--- src/rtl/quant_post.sv ---
// Two-stage post-quantisation converter: an unsigned fixed-point magnitude with a
// block exponent is normalised into an IEEE-754 single. Stage 1 registers the
// operands and the leading-zero count; stage 2 registers the packed result.
// Results that underflow are flushed to signed zero and counted.
module quant_post #(
    parameter int unsigned CNT_W = 16
) (
    input  logic             clk,
    input  logic             reset,
    input  logic             i_valid,
    output logic             i_ready,
    input  logic             i_sign,
    input  logic [7:0]       i_max_exp,
    input  logic [31:0]      i_activation,
    input  logic             i_clr,
    output logic             o_valid,
    input  logic             o_ready,
    output logic [31:0]      o_fp32,
    output logic [CNT_W-1:0] o_flush_cnt
);

    logic             en1, en2;
    logic [4:0]       lz_d;
    logic             zero_d;

    logic             s1_valid_q;
    logic             s1_sign_q;
    logic [7:0]       s1_exp_q;
    logic [31:0]      s1_act_q;
    logic [4:0]       s1_lz_q;
    logic             s1_zero_q;

    logic             s2_valid_q;
    logic [31:0]      s2_fp32_q;
    logic [31:0]      res_d;
    logic             flush_d;

    logic [CNT_W-1:0] cnt_q, cnt_d;

    logic [31:0]      norm;
    logic [8:0]       exp_s;

    // Handshake: a stage advances when it is empty or its successor advances.
    always_comb begin
        en2     = !s2_valid_q || o_ready;
        en1     = !s1_valid_q || en2;
        i_ready = en1;
    end

    // Leading-zero count of the incoming magnitude; the highest set bit wins.
    always_comb begin
        lz_d   = '0;
        zero_d = (i_activation == '0);
        for (int i = 0; i < 32; i++) begin
            if (i_activation[i]) begin
                lz_d = 5'(31 - i);
            end
        end
    end

    // Stage 1 operand register.
    always_ff @(posedge clk) begin
        if (reset) begin
            s1_valid_q <= 1'b0;
        end else if (en1) begin
            s1_valid_q <= i_valid;
            s1_sign_q  <= i_sign;
            s1_exp_q   <= i_max_exp;
            s1_act_q   <= i_activation;
            s1_lz_q    <= lz_d;
            s1_zero_q  <= zero_d;
        end
    end

    // Normalise and pack; the leading one lands on bit 31 and is dropped (hidden bit).
    always_comb begin
        norm    = s1_act_q << s1_lz_q;
        exp_s   = {1'b0, s1_exp_q} - {4'b0000, s1_lz_q};
        flush_d = 1'b0;
        res_d   = {s1_sign_q, exp_s[7:0], norm[30:8]};
        if (s1_zero_q) begin
            res_d = {s1_sign_q, 31'd0};
        end else if (s1_exp_q == 8'hFF) begin
            res_d = {s1_sign_q, 8'hFF, 23'd0};
        end else if (exp_s[8] || (exp_s == 9'd0)) begin
            // No denormals: anything below the normal range becomes signed zero.
            res_d   = {s1_sign_q, 31'd0};
            flush_d = 1'b1;
        end
    end

    // Stage 2 result register.
    always_ff @(posedge clk) begin
        if (reset) begin
            s2_valid_q <= 1'b0;
            s2_fp32_q  <= '0;
        end else if (en2) begin
            s2_valid_q <= s1_valid_q;
            if (s1_valid_q) begin
                s2_fp32_q <= res_d;
            end
        end
    end

    // Flush counter: clear beats increment, saturates at all-ones.
    always_comb begin
        cnt_d = cnt_q;
        if (i_clr) begin
            cnt_d = '0;
        end else if (en2 && s1_valid_q && flush_d && (cnt_q != '1)) begin
            cnt_d = cnt_q + 1'b1;
        end
    end

    // Flush counter register.
    always_ff @(posedge clk) begin
        if (reset) begin
            cnt_q <= '0;
        end else begin
            cnt_q <= cnt_d;
        end
    end

    assign o_valid     = s2_valid_q;
    assign o_fp32      = s2_fp32_q;
    assign o_flush_cnt = cnt_q;

endmodule

--- config.mk ---
export PLATFORM = sky130hd
export DESIGN_NAME = quant_post
export DESIGN_NICKNAME = d
export VERILOG_FILES = /design/src/rtl/quant_post.sv
export SDC_FILE = /design/constraint.sdc
export NUM_CORES = 1
export LEC_CHECK = 0
export CAP_MARGIN = 20
export CELL_PAD_IN_SITES_DETAIL_PLACEMENT = 1
export CELL_PAD_IN_SITES_GLOBAL_PLACEMENT = 1
export CORE_MARGIN = 4
export CORE_UTILIZATION = 44
export DETAILED_ROUTE_END_ITERATION = 7
export HOLD_SLACK_MARGIN = 0.08
export PLACE_DENSITY_LB_ADDON = 0.05
export SYNTH_ARGS = -nofsm -noshare
export SYNTH_HDL_FRONTEND = slang
export SYNTH_SLANG_ARGS = --single-unit
export TNS_END_PERCENT = 5
--- constraint.sdc ---
create_clock -name clk -period 11.78 [get_ports clk]
set_clock_uncertainty 0.15 [all_clocks]
set_input_delay 2.945 -clock clk [delete_from_list [all_inputs] [get_ports clk]]
set_output_delay 2.945 -clock clk [all_outputs]
set_load 0.01 [all_outputs]
**Yosys cells after proc, flatten, opt, wreduce, memory -nomap -nowiden**

Index checks and enable logic that the tools add are counted.

- Shift operators: 1
- Bitwise gates (word level): 1
- Equal/unequal tests: 2
- Add/sub/neg operators: 2
- Multiplexer cells: 37
- Reductions and logical operators: 17

Operators by type and width:

| kind | number |
|---|---|
| $mux 31 | 3 |
| $mux 5 | 16 |
| $logic_not 32->1 | 1 |
| $mux 4 | 8 |
| $shl 32x5->31 | 1 |
| $add 16x1->16 const B | 1 |
| $ne 16x16->1 const B | 1 |
| $reduce_or 16->1 | 1 |
| $mux 3 | 4 |
| $logic_not 9->1 | 1 |
| $sub 8x5->9 | 1 |
| $eq 8x8->1 const B | 1 |
| $reduce_or 8->1 | 1 |
| $mux 1 | 4 |
| $mux 2 | 2 |
| $reduce_and 2->1 | 2 |
| $reduce_or 2->1 | 2 |
| $reduce_or 4->1 | 1 |
| $logic_and 1x1->1 | 3 |
| $logic_or 1x1->1 | 3 |
| $logic_not 1->1 | 2 |
| $not 1->1 | 1 |

- Flip-flop bits (word level): 97
- Output and inout port bits: 50
- Word-level logic and storage cells: 73
- Input port bits: 46

**Logic depth before layout (Yosys ltp)**

- Depth in word-level cells: 31
- Mapped depth: 13
- Gate-level depth less buffers: 10

**Worst setup path after synthesis**

No wires, ideal clock.

- Path type: input port to output port
- From: input port o_ready
- To: output port i_ready
- Path buffers: 0
- Required time: 8.685 ns
- Data arrival time: 3.306 ns
- Path slack: 5.379 ns
- Stages: 2
- Path through: nor2b_1 -> nand2_1

- Cells in the longest elaborated chain, start to end: 2

RTL lines:

| item | line | source |
|---|---|---|
| from (decl) | 17 | `input logic o_ready,` |
| $logic_or 1x1->1 | 45 | `en2 = !s2_valid_q \|\| o_ready;` |
| $logic_or 1x1->1 | 46 | `en1 = !s1_valid_q \|\| en2;` |
| to (decl) | 11 | `output logic i_ready,` |

Every way passes these cells.

**Worst setup path after layout**

Ends and elaborated chain as after synthesis.

==> out/metrics.cfg <==
[worst_setup_path]
ff2ff_setup_slack_ns = 7.65
crit_type = in -> out
crit_top_cell = clkdlybuf4s50_1
max_stage_delay_ns = 0.50
worstSetupStartpoint = o_ready
path_max_fanout = 6
worstPathArrival_ns = 4.39
cpLargestDelayFamily = buffers and inverters
worst_path_max_delay_cell = clkdlybuf4s50_1
cp.buffers_inverters = 2
reg2reg_depth = 10
cp-end-kind = primary output
crit_path_cell_trace = clkdlybuf4s50_1 -> nor2b_1 -> nand2_1 -> clkdlybuf4s50_1
r2r-end = o_flush_cnt[8]
critical_path_required_ns = 8.69
cp_num_cells = 4
endpoint = i_ready
worstReg2RegStart = s1_lz_q[4]
cp-start-kind = primary input

[clock_tree]
clk_pin_slew_worst_paths_ns = 0.06
cts_setup_buffers = 0
cts_tree = done
cts.htree.levels = 3
clock_latency_ns = 0.34
cts_num_sinks = 96
postCtsResizedCells = 0
cts_buffers = 9
holdBufCountCts = 0
root_buffer = clkbuf_16
clockBufferDepth = 2

[cells_and_area]
fin_area_um2 = 6910
layout.nets = 714
final_common_cell = clkdlybuf4s50_1
nFillCells = 1387
areaGrowthSynthToFinish_pct = 25.0
utilization_pct = 56.8
antenna_cells = 0
drive_above_1_share_pct = 8.71
mostFrequentLayoutCells = clkdlybuf4s50_1 (95), nor2_1 (78), nand2_1 (69)

[pwr]
p_leak_uw = 0.00245
power_density_nw_per_um2 = 118
ir_worst_vdd_v = 0.0000589
total_power_uw = 817

[worst_hold_path]
hold_path_class = reg -> reg
holdCritStartpoint = o_fp32[25]

[floorplan]
initial_core_util_pct = 45.5
io_pins = 96
core_area_um2 = 12200
die_w_um = 120
dieArea_um2 = 14400
chipHeight_um = 120
rows = 40

[synthesis]
synth.area.top_cells = edfxtp_1 (25%), dfxtp_1 (18%), mux4_2 (9.0%), mux2i_1 (5.6%), nor2_1 (5.3%)
ys_seq_area_share_pct = 43.1
synth-async-reset-ratio_pct = 0
yosys_warnings = 0
synth_cells = 580
yosysTopAreaCell = edfxtp_1
ys_types = 57
synthesis.nets = 633
synth_top_area_share_pct = 25.0
syn_avg_cell_area_um2 = 9.54
synth_flop_cell = dfxtp_1
synth_edf_count = 46
ys_ff_latch = 96
syn-cell-area_um2 = 5530

[sta]
fmax_mhz = 134
postLayoutSetupSlackWorst_ns = 4.30
hold_viol = 0
rsz0062_at_grt = no
tns_ns = 0
tightest_slew_ns = 0.763
fin_crit_sh_pct = 63.5
drv_slew = 0
finalWorstPathRequiredPeriod_ns = 7.48
setup_viol = 0
relSlewSlack_pct = 48.9

[route]
first_pass_iters = 5
avgViaCountPerCell = 6.02
drc = 0
routed_wl_um = 16300
routedWlPerCell_um = 19.5
ant_nets = 0
drt_iter0_drc = 342
num_vias = 5018

[global_route]
grt_max_degree = 46
track_usage_pct = 22.9
grt_pass1_vias = 5069
grt_antenna_before_repair = 0
gr-total-overflow = 0
grt_pass1_wl_um = 26500

[placement]
dpl_cell_area_um2 = 6620
gp_congestion = 0.830
io_buffers = 95
dp_slack_ns = 4.31
place.detailed.hpwl_um = 12100

[flow_run]
drv_cap = 0

[outcome]
status = finished clean

[routing by layer]
layer / global-route usage, % / routed length (um)
met1: 31.1 / 7520
met3: 3.39 / 680
met5: 0 / 0
met4: 7.44 / 284
met2: 37.8 / 7810
[synth_stat cells, types with 6 or more instances]
library cell,number
edfxtp_1,46
nand2_1,69
a22oi_1,16
a32oi_1,8
nand2b_1,6
inv_1,16
or4_1,7
mux4_2,22
nor3_1,13
clkbuf_1,19
nor4_1,9
o21ai_0,17
dfxtp_1,50
mux2i_1,31
or3_1,8
nor2_1,78
ha_1,6
a211oi_1,8
nand3_1,16
a21oi_1,42
a31oi_1,6
[flip-flops by register name, summed over array words and instances, names as in the netlist]
| name | flops |
|---|---|
| o_fp32 | 32 |
| s1_act_q | 31 |
| o_flush_cnt | 16 |
| s1_exp_q | 8 |
| s1_lz_q | 5 |
| o_valid | 1 |
| s1_sign_q | 1 |
| s1_valid_q | 1 |
| s1_zero_q | 1 |
[worst register-to-register path, cell delays in order, from the launching register on]
cell and delay, ns:
edfxtp_1 0.77, inv_1 0.48, ha_1 0.51, or3b_1 0.41, o221ai_1 0.08, a211oi_1 0.12, a311oi_2 0.39, a41oi_2 0.33
buf_8 0.27, o311ai_0 0.37, o41ai_1 0.14
[worst min-delay path by stage]
stage	endpoint	slack, ns	cells past startpoint
2_1_floorplan	o_fp32[31]	0.30	2
3_3_place_gp	o_fp32[25]	0.30	2
3_5_place_dp	o_fp32[25]	0.31	2
4_1_cts	o_fp32[25]	0.32	2
5_1_grt	o_fp32[25]	0.34	2
6_report	o_fp32[25]	0.32	2
[cell type report]
cell class              instances  area [um^2]  share of cell area (%)
repair buffers                102         1010                    14.6
flip-flops and latches         96         2380                    34.5
well taps                     168          210                    3.04
clock buffers                  16          283                    4.09
inverters                      19         71.3                    1.03
multi-input cells             433         2960                    42.8
[logic make-up (layout without fill, tap and decap cells)]
group / count (synthesis) / count (layout) / share of synthesized area, %
AND/OR/NAND/NOR: 233 / 233 / 19.4
flip-flops: 96 / 96 / 43.1
AO/OA/AOI/OAI: 133 / 133 / 16.2
multiplexers: 55 / 55 / 15.0
adder cells (fa/ha/maj): 7 / 7 / 1.72
XOR/XNOR: 5 / 5 / 0.792
buffers and inverters: 51 / 137 / 3.82
[per-stage QoR]
| stage | hold WS [ns] | cells |
|---|---|---|
| after floorplan | 0.303 | 580 |
| after global placement | 0.297 | 817 |
| after detailed placement | 0.308 | 817 |
| after CTS | 0.317 | 833 |
| after global routing | 0.337 | 834 |
| final | 0.315 | 834 |
[power by group]
group / internal [uW] / switching [uW]
registers: 365 / 13.9
logic: 70.3 / 84.4
clock network: 162 / 121
Power figures use the tool's default switching activity.
